$ cat src/rtl/esc_pkg.sv
// ---------------------------------------------------------------------------
// esc_pkg
// Shared types and default constants for the quad ESC pulse driver.
//   state_t          : arm/disarm state machine encoding (IDLE, ARM, RUN)
//   DEF_PERIOD_W     : frame counter width, frame = 2^PERIOD_W clocks
//   DEF_MIN_PULSE    : pulse width in clocks for speed 0 (1 ms at 50 MHz)
//   DEF_SPD_MULT     : clocks added per speed LSB
//   DEF_ARM_FRAMES   : minimum-pulse frames sent before entering RUN
//   SPD_W            : width of one motor speed word
// ---------------------------------------------------------------------------
package esc_pkg;

    typedef enum logic [1:0] {
        IDLE = 2'd0,
        ARM  = 2'd1,
        RUN  = 2'd2
    } state_t;

    localparam int DEF_PERIOD_W   = 20;
    localparam int DEF_MIN_PULSE  = 50000;
    localparam int DEF_SPD_MULT   = 24;
    localparam int DEF_ARM_FRAMES = 8;
    localparam int SPD_W          = 11;

endpackage

$ cat src/rtl/esc_chan.sv
// ---------------------------------------------------------------------------
// esc_chan
// One ESC output channel: shadow speed register, pulse width computation and
// the registered pwm flop.
// Ports:
//   clk, rst_n    : clock, asynchronous active-low reset
//   i_cnt         : shared frame counter
//   i_frm_end     : high on the last cycle of the frame (cnt == all-ones)
//   i_load        : copy i_spd into the shadow register this cycle
//   i_run_mode    : 1 = width from shadow speed, 0 = minimum pulse (arming)
//   i_kill        : force pwm low and clear the shadow (no pulses allowed)
//   i_spd         : live speed from the flight controller
//   o_pwm         : registered ESC pulse
// ---------------------------------------------------------------------------
module esc_chan
    import esc_pkg::*;
#(
    parameter int PERIOD_W  = DEF_PERIOD_W,
    parameter int MIN_PULSE = DEF_MIN_PULSE,
    parameter int SPD_MULT  = DEF_SPD_MULT
) (
    input  logic                clk,
    input  logic                rst_n,
    input  logic [PERIOD_W-1:0] i_cnt,
    input  logic                i_frm_end,
    input  logic                i_load,
    input  logic                i_run_mode,
    input  logic                i_kill,
    input  logic [SPD_W-1:0]    i_spd,
    output logic                o_pwm
);

    logic [SPD_W-1:0]    r_shadow;
    logic                r_pwm;
    logic [PERIOD_W-1:0] w_width;
    logic [PERIOD_W-1:0] w_last;

    // The shadow only changes on a frame boundary, so the width is stable for
    // the whole pulse. Legal parameters guarantee the sum fits in PERIOD_W.
    always_comb begin
        w_width = PERIOD_W'(MIN_PULSE);
        if (i_run_mode) begin
            w_width = PERIOD_W'(MIN_PULSE) + PERIOD_W'(r_shadow) * PERIOD_W'(SPD_MULT);
        end
        w_last = w_width - PERIOD_W'(1);
    end

    // Set on the edge leaving cnt==all-ones, cleared on the edge leaving
    // cnt==width-1: the pin is high for exactly width clocks from cnt==0.
    always_ff @(posedge clk or negedge rst_n) begin
        if (!rst_n) begin
            r_shadow <= '0;
            r_pwm    <= 1'b0;
        end else if (i_kill) begin
            r_shadow <= '0;
            r_pwm    <= 1'b0;
        end else begin
            if (i_load) begin
                r_shadow <= i_spd;
            end
            if (i_frm_end) begin
                r_pwm <= 1'b1;
            end else if (i_cnt == w_last) begin
                r_pwm <= 1'b0;
            end
        end
    end

    assign o_pwm = r_pwm;

endmodule

$ cat src/rtl/esc_quad_drv.sv
// ---------------------------------------------------------------------------
// esc_quad_drv
// Four-channel servo-style ESC pulse generator with arm/disarm sequencing.
// One pulse per 2^PERIOD_W-clock frame on each motor line; speeds are
// double-buffered so a pulse never changes width mid-frame.
// Ports:
//   clk, rst_n            : clock, asynchronous active-low reset
//   arm                   : level, 1 requests motors enabled
//   spd_vld               : strobe, speed inputs hold a fresh result
//   frnt/bck/lft/rght_spd : 11-bit unsigned motor speeds
//   frnt/bck/lft/rght_pwm : registered ESC pulses
//   armed                 : high while in RUN
//   frm_end               : high on the last cycle of every frame
//   o_dbg_state           : current arm/disarm state
//
// spd_vld is a one-way strobe with no ready: the block always accepts it by
// raising upd_pend, and samples the speed inputs themselves only at the next
// RUN frame boundary, so the producer holds the speeds until that boundary.
// ---------------------------------------------------------------------------
module esc_quad_drv
    import esc_pkg::*;
#(
    parameter int PERIOD_W   = DEF_PERIOD_W,
    parameter int MIN_PULSE  = DEF_MIN_PULSE,
    parameter int SPD_MULT   = DEF_SPD_MULT,
    parameter int ARM_FRAMES = DEF_ARM_FRAMES
) (
    input  logic             clk,
    input  logic             rst_n,
    input  logic             arm,
    input  logic             spd_vld,
    input  logic [SPD_W-1:0] frnt_spd,
    input  logic [SPD_W-1:0] bck_spd,
    input  logic [SPD_W-1:0] lft_spd,
    input  logic [SPD_W-1:0] rght_spd,
    output logic             frnt_pwm,
    output logic             bck_pwm,
    output logic             lft_pwm,
    output logic             rght_pwm,
    output logic             armed,
    output logic             frm_end,
    output state_t           o_dbg_state
);

    localparam int AW = $clog2(ARM_FRAMES + 1);

    logic [PERIOD_W-1:0] r_cnt;
    state_t              r_state;
    logic [AW-1:0]       r_arm_cnt;
    logic                r_armed;
    logic                r_upd_pend;

    logic                w_frm_end;
    logic                w_last_arm;
    logic                w_load;
    logic                w_kill;
    logic                w_run_mode;
    logic [SPD_W-1:0]    w_spd [4];
    logic [3:0]          w_pwm;

    assign w_frm_end  = &r_cnt;
    assign w_last_arm = (r_arm_cnt == AW'(ARM_FRAMES - 1));
    assign w_run_mode = (r_state == RUN);

    // Shadow load at a frame boundary: forced on the ARM->RUN transition,
    // otherwise only in RUN with a pending update.
    assign w_load = w_frm_end && arm &&
                    (((r_state == ARM) && w_last_arm) ||
                     ((r_state == RUN) && r_upd_pend));

    // Pulses are allowed while armed, and on the IDLE frm_end that enters ARM
    // so the first arming pulse starts at cnt==0 of the next frame.
    assign w_kill = !(arm && ((r_state != IDLE) || w_frm_end));

    always_ff @(posedge clk or negedge rst_n) begin
        if (!rst_n) begin
            r_cnt <= '0;
        end else begin
            r_cnt <= r_cnt + PERIOD_W'(1);
        end
    end

    // A spd_vld arriving on the load cycle itself stays pending for the
    // following boundary.
    always_ff @(posedge clk or negedge rst_n) begin
        if (!rst_n) begin
            r_upd_pend <= 1'b0;
        end else begin
            r_upd_pend <= spd_vld | (r_upd_pend & ~w_load);
        end
    end

    // Disarm is immediate (not frame-aligned); arming is frame-aligned.
    always_ff @(posedge clk or negedge rst_n) begin
        if (!rst_n) begin
            r_state   <= IDLE;
            r_arm_cnt <= '0;
            r_armed   <= 1'b0;
        end else begin
            case (r_state)
                IDLE: begin
                    if (w_frm_end && arm) begin
                        r_state   <= ARM;
                        r_arm_cnt <= '0;
                    end
                end
                ARM: begin
                    if (!arm) begin
                        r_state <= IDLE;
                    end else if (w_frm_end) begin
                        if (w_last_arm) begin
                            r_state <= RUN;
                            r_armed <= 1'b1;
                        end else begin
                            r_arm_cnt <= r_arm_cnt + AW'(1);
                        end
                    end
                end
                RUN: begin
                    if (!arm) begin
                        r_state <= IDLE;
                        r_armed <= 1'b0;
                    end
                end
                default: begin
                    r_state <= IDLE;
                    r_armed <= 1'b0;
                end
            endcase
        end
    end

    assign w_spd[0] = frnt_spd;
    assign w_spd[1] = bck_spd;
    assign w_spd[2] = lft_spd;
    assign w_spd[3] = rght_spd;

    for (genvar g = 0; g < 4; g++) begin : g_chan
        esc_chan #(
            .PERIOD_W  (PERIOD_W),
            .MIN_PULSE (MIN_PULSE),
            .SPD_MULT  (SPD_MULT)
        ) u_chan (
            .clk        (clk),
            .rst_n      (rst_n),
            .i_cnt      (r_cnt),
            .i_frm_end  (w_frm_end),
            .i_load     (w_load),
            .i_run_mode (w_run_mode),
            .i_kill     (w_kill),
            .i_spd      (w_spd[g]),
            .o_pwm      (w_pwm[g])
        );
    end

    assign frnt_pwm    = w_pwm[0];
    assign bck_pwm     = w_pwm[1];
    assign lft_pwm     = w_pwm[2];
    assign rght_pwm    = w_pwm[3];
    assign armed       = r_armed;
    assign frm_end     = w_frm_end;
    assign o_dbg_state = r_state;

endmodule
$ cat config.mk
export PLATFORM = sky130hd
export DESIGN_NAME = esc_quad_drv
export DESIGN_NICKNAME = d
export VERILOG_FILES = /design/src/rtl/esc_pkg.sv /design/src/rtl/esc_chan.sv /design/src/rtl/esc_quad_drv.sv
export SDC_FILE = /design/constraint.sdc
export NUM_CORES = 1
export LEC_CHECK = 0
export CORE_ASPECT_RATIO = 1.5
export CORE_MARGIN = 2
export CORE_UTILIZATION = 53
export CTS_BUF_LIST = sky130_fd_sc_hd__clkbuf_4 sky130_fd_sc_hd__clkbuf_8
export CTS_CLUSTER_SIZE = 20
export DETAILED_ROUTE_END_ITERATION = 8
export PLACE_DENSITY = 0.79
export SYNTH_ARGS = -nofsm -noshare
export SYNTH_HDL_FRONTEND = slang
export SYNTH_HIERARCHICAL = 1
export SYNTH_SLANG_ARGS = --single-unit
$ cat constraint.sdc
create_clock -name clk -period 4.55 [get_ports clk]
set_input_delay 0.455 -clock clk [delete_from_list [all_inputs] [get_ports clk]]
set_output_delay 0.455 -clock clk [all_outputs]
set_load 0.03 [all_outputs]
==> metrics.cfg, run 1 <==
[clocking]
hold_buffers = 0
cts_max_level = 3
cts_resized = 0
tritoncts = done
clockBufferDepth = 2
post_cts_buffers = 0
cts_sinks = 76
clk-insertion-delay-late_ns = 0.38
clk_pin_slew_ns = 0.09
numCtsBuffers = 9
root_buffer = clkbuf_8

[synthesis]
ys_seq_area_share_pct = 20.3
synth_area_mm2 = 0.00938
ys_types = 86
synth_nets = 1247
yosys_warnings = 6
synthFlopType = dfrtp_1
async_flop_share_pct = 100
avgSynthCellArea_um2 = 8.25
ys_ff_latch = 76
synthCells = 1137
synth_edf_count = 0

[setup_path]
cp.buffers_inverters = 1
arrival_ns = 4.28
crit_required_ns = 4.80
rr_endpoint = g_chan[0].u_chan/o_pwm
r2r-start = g_chan[0].u_chan/r_shadow[0]
path_delay_family = compound AO/OA/AOI/OAI gates
crit_top_cell = nand3_1
startpoint_type = register
cp.depth = 13
rr_worst_depth = 13
crit_slowest_cell = o41ai_2
path_cells = ha_1 -> inv_1 -> fa_1 -> xor2_1 -> nand3_1 -> o221ai_2 -> nand3_1 -> o41ai_2 -> nor3b_1 -> o22ai_1 -> mux2_2 -> nor4_2 -> a211oi_2
crit_type = register to register
endpoint = g_chan[0].u_chan/o_pwm
cp-end-kind = register
slowest_delay_ns = 0.72
path_max_fanout = 10
startpoint = g_chan[0].u_chan/r_shadow[0]
rrSetupSlack_ns = 0.52

[global_routing]
antenna_found_initial = 0
grt_start_max_net_pins = 49
grt_pass1_vias = 8598
grt_pass1_wl_um = 39200
grt_usage_pct = 24.5
overflow = 0

[floorplan]
core-area_mm2 = 0.0173
io_pins = 56
rows = 59
die_area_mm2 = 0.0188
die_h_um = 167
start_util_pct = 54.1
chipWidth_um = 113

[sta]
period_share_pct = 88.6
timing.fmax_mhz = 248
fin_tns_setup_ns = 0
worst_pin_slew_ns = 1.02
relSlewSlack_pct = 31.3
clock_skew_ns = 0.00795
min_period_ns = 4.03
drv_slew = 0
rsz0062_at_grt = false
setup_viol = 0
final_hold_viol_count = 0
fin_hold_ws_ns = 0.0489

[drt]
post_drt_wl_per_cell_um = 16.0
vias = 8792
wl_um = 22500
ant_nets = 0
drt_first_pass_iters = 5
drtIter0Drc = 491
vias_per_cell = 6.26
drc = 0

[placement]
dp_hpwl_um = 16700
place.gp.congestion = 0.897
place.port_buffers = 55
dpl.cell_count = 1388

[final_layout]
n_antenna_cell = 0
fill_cells = 1570
final_common_cell = nor2_1
layout_common_cells = 112 x nor2_1, 80 x xnor2_1, 76 x dfrtp_1, 63 x nand2_1, 59 x mux2i_1
drive_gt1_share_pct = 6.80
finalNonFillerCells = 1404
synthToLayoutAreaGrowth_pct = 11.0
nNetsFinal = 1296

[worst_hold_path]
hold_path_class = input port to asynchronous set/reset pin

[power_and_ir_drop]
p_leak_nw = 4.01
peakVddDrop_v = 0.0000955
p_per_area_mw_per_mm2 = 130

[run]
maxCapViolations = 0

[outcome]
outcome = finished, final reports clean

## stage by stage
step / util, % / area [um2] / power, mW / worst slack [ns]
2_1_floorplan: - / 9380 / 0.691 / 0.695
3_3_place_gp: 58.7 / 10200 / 0.748 / 0.726
6_report: 60.0 / 10400 / 1.36 / 0.521
3_5_place_dp: 58.7 / 10200 / 0.748 / 0.539
5_1_grt: 60.0 / 10400 / 1.41 / 0.118
4_1_cts: 60.0 / 10400 / 1.37 / 0.514
## final cells by class
| type | instances | area [um2] | area share [%] |
|---|---|---|---|
| multi-input combinational | 981 | 7200 | 69.2 |
| sequential | 76 | 1900 | 18.3 |
| timing repair buffer | 63 | 608 | 5.84 |
| tap | 213 | 267 | 2.56 |
| inverter | 55 | 206 | 1.98 |
| clock buffer | 12 | 153 | 1.47 |
| clock inverter | 4 | 72.6 | 0.697 |
## routing by layer
layer  vias to the layer above  GRT usage (%)  part of all wire (%)
met1                      4237           27.8                    42
li1                       4383              -                     -
met3                        38           2.98                   2.7
met5                         -              0                     0
met4                         0           8.27                   2.0
met2                       134           46.5                    53
## cell usage after synthesis (9+ instances only)
cell type / n / area, um2
nand2_1: 63 / 236
o21a_1: 20 / 150
dfrtp_1: 76 / 1900
nor4_1: 26 / 163
xnor2_1: 80 / 701
o2111ai_1: 11 / 96.3
nand2b_1: 24 / 150
ha_1: 58 / 726
and3_1: 10 / 62.6
o31ai_1: 10 / 75.1
nand3_1: 39 / 195
clkbuf_1: 16 / 60.1
or2_2: 11 / 68.8
a211oi_1: 16 / 120
a21o_1: 23 / 173
o211ai_1: 18 / 135
nand4_1: 18 / 113
mux2i_1: 59 / 591
a21oi_1: 51 / 255
nor2b_1: 12 / 75.1
a211o_1: 16 / 140
nor3_1: 41 / 205
nor2_1: 112 / 420
or3_1: 12 / 75.1
inv_1: 55 / 206
xor2_1: 36 / 315
o21ai_0: 36 / 180
or4_1: 9 / 67.6
## cells by family after synthesis
| logic type | share of synthesized area, % |
|---|---|
| multiplexers | 7.49 |
| AO/OA/AOI/OAI | 24.5 |
| XOR/XNOR | 11.8 |
| buffers and inverters | 3.25 |
| flip-flops | 20.3 |
| adder cells (fa/ha/maj) | 8.59 |
| AND/OR/NAND/NOR | 24.1 |
## sequential cells by signal, summed over array words and instances, names as in the netlist
register,cells
g_chan.u_chan/o_pwm,4
r_upd_pend,1
armed,1
g_chan.u_chan/r_shadow,44
o_dbg_state,2
r_arm_cnt,4
r_cnt,20
## power breakdown
group / total (mW) / switching [mW] / internal, mW / leakage (nW)
sequential: 0.675 / 0.00000000000000000968 / 0.675 / 1.02
clock: 0.623 / 0.287 / 0.336 / 0.113
combinational: 0.0581 / 0.0212 / 0.0368 / 2.87
## how the worst min path moves through the flow
stage / start / to / slack, ns / depth (start not counted)
final: rst_n / g_chan[1].u_chan/r_shadow[8] / 0.05 / 1
after global routing: rst_n / g_chan[3].u_chan/r_shadow[7] / 0.08 / 1
after CTS: rst_n / g_chan[3].u_chan/r_shadow[7] / 0.06 / 1
after detailed placement: rst_n / g_chan[1].u_chan/r_shadow[8] / 0.47 / 1
after global placement: rst_n / g_chan[1].u_chan/r_shadow[9] / 0.46 / 1
after floorplan: rst_n / armed / 0.16 / 0
(Power assumes the default switching activity.)
==> inputs of run 2 (changes only) <==
- PLACE_DENSITY: 0.79 -> 0.82
- clock period: 4.55 -> 3.25 ns (I/O delays scaled with it)
==> run 2 against run 1 <==
The run now ends with negative setup slack left. Routed wire length up 27%. Sequential power up 40%. Register-to-register slack worse by 0.88 ns. Maximum frequency up 12%. Critical path type unchanged. Largest power group unchanged.
==> metrics.cfg, run 2 (synthesized netlist as in run 1, its figures left out) <==
[setup_path]
cp.depth = 15
path_delay_family = compound AO/OA/AOI/OAI gates
crit_type = register to register
crit_slowest_cell = dfrtp_1
cp.buffers_inverters = 3
slowest_delay_ns = 0.39
path_cells = ha_2 -> inv_1 -> fa_2 -> nand2b_4 -> buf_4 -> a21oi_4 -> xnor2_2 -> buf_4 -> a211oi_4 -> or3_4 -> mux2i_4 -> mux2i_1 -> nand4_1 -> o41ai_2 -> a21bo_1
rr_worst_depth = 15
arrival_ns = 3.91
startpoint_type = register
cp-end-kind = register
path_max_fanout = 7
crit_required_ns = 3.55
crit_top_cell = buf_4

[global_routing]
antenna_found_initial = 0
grt_start_max_net_pins = 77
globalRouteMet2Util_pct = 55.6
grt_pass1_wl_um = 46600
grt_usage_pct = 29.5
globalRouteMet1Util_pct = 30.5
use_met3_pct = 4.40
grt_busiest_layer = met2
overflow = 0
grt_pass1_vias = 10500

[outcome]
violations = negative setup slack
outcome = complete, but fails checks

[sta]
drv_slew = 0
setup_ws_ns = -0.356
setup_viol = 4
final_hold_viol_count = 0
worst_pin_slew_ns = 1.04
clock_skew_ns = 0.0180
timing.fmax_mhz = 277
rsz0062_at_grt = true
fin_hold_ws_ns = 0.0935
fin_tns_setup_ns = -1.27
min_period_ns = 3.61
relSlewSlack_pct = 30.9
period_share_pct = 111

[floorplan]
core-area_mm2 = 0.0173
die_h_um = 167
start_util_pct = 54.1
die_area_mm2 = 0.0188
io_pins = 56
rows = 59
chipWidth_um = 113

[drt]
drc = 0
drtIter0Drc = 653
vias = 10200
drt_first_pass_iters = 7
wl_um = 28600
vias_per_cell = 6.30
post_drt_wl_per_cell_um = 17.7
ant_nets = 0

[clocking]
numCtsBuffers = 9
cts_sinks = 76
hold_buffers = 0
clk_pin_slew_ns = 0.10
cts_max_level = 3
root_buffer = clkbuf_8
clk-insertion-delay-late_ns = 0.40
clockBufferDepth = 2
tritoncts = done

[final_layout]
drive_gt1_share_pct = 29.5
largest_register_ff_count = 44
layout_common_cells = 218 x buf_4, 108 x nor2_1, 74 x dfrtp_1, 73 x xnor2_1, 58 x nand2_1
top_register = g_chan.u_chan/r_shadow
n_antenna_cell = 0
top_regs = g_chan.u_chan/r_shadow x44, r_cnt x20
final_common_cell = buf_4
synthToLayoutAreaGrowth_pct = 38.6
nNetsFinal = 1510

[worst_hold_path]
hold_path_class = input port to asynchronous set/reset pin

[placement]
place.port_buffers = 55
dp_hpwl_um = 19600
place.gp.congestion = 0.900

[power_and_ir_drop]
p_per_area_mw_per_mm2 = 147
peakVddDrop_v = 0.000313
p_leak_nw = 5.33

[run]
maxCapViolations = 0

-- run 2: cell types whose count changed in the layout (fill, tap and decap cells not counted), moves of 6 or more --
cell / change
ha_4: +8
nor3_1: -10
inv_2: +7
a211oi_4: +7
a211oi_1: -12
buf_4: +209
ha_1: -12
xnor2_2: +6
nor3_2: +6
nor4_1: -13
inv_1: -7
nor4_4: +8
xnor2_1: -7
-- run 2: final timing paths --
| check | slack (ns) | to | startpoint |
|---|---|---|---|
| hold reg to reg | 0.52 | r_cnt[1] | r_cnt[0] |
| min in group clk | 0.52 | r_cnt[1] | r_cnt[0] |
| hold / removal | 0.09 | g_chan[2].u_chan/r_shadow[9] | rst_n |
| setup reg to reg | -0.36 | g_chan[2].u_chan/o_pwm | g_chan[2].u_chan/r_shadow[1] |
| setup / recovery | -0.36 | g_chan[2].u_chan/o_pwm | g_chan[2].u_chan/r_shadow[1] |
| max in group asynchronous | 2.41 | o_dbg_state[1] | rst_n |
-- run 2: area by class of cell --
class                      count  area, um2
multi-input combinational    981       8150
fill                        1160       4350
timing repair buffer         277       2250
sequential                    76       1900
tap                          213        267
inverter                      55        206
clock buffer                  12        153
clock inverter                 4       72.6
-- run 2: through the flow --
stage               instances  cell area [um2]  setup WS, ns  power [mW]  util, %
finish                   1618            13000        -0.356        1.92     75.0
global placement         1586            12100        -0.271        1.04     69.6
floorplan                1137             9780        -0.293       0.967        -
global route             1618            13000        -0.534        1.98     75.0
CTS                      1613            12700        -0.289        1.93     73.4
detailed placement       1586            12100        -0.341        1.04     69.6
-- run 2: power breakdown --
part | internal, mW | switching, mW | total [mW]
sequential | 0.945 | 0.0000000000000000122 | 0.945
clock | 0.470 | 0.422 | 0.892
combinational | 0.0507 | 0.0291 | 0.0798
-- run 2: timing repair --
action | 4_1_cts | 5_1_grt
pin swaps | 37 | 25
endpoints found under the setup margin | 4 | 5
resized for setup | 74 | 40
hold endpoints to repair | 0 | 0
setup buffers | 12 | 6
-- run 2: per-layer routing --
layer | part of all wire [%] | wire length (um)
met5 | 0 | 0
met1 | 37 | 10500
met2 | 54 | 15300
met4 | 4.9 | 1410
met3 | 4.6 | 1310
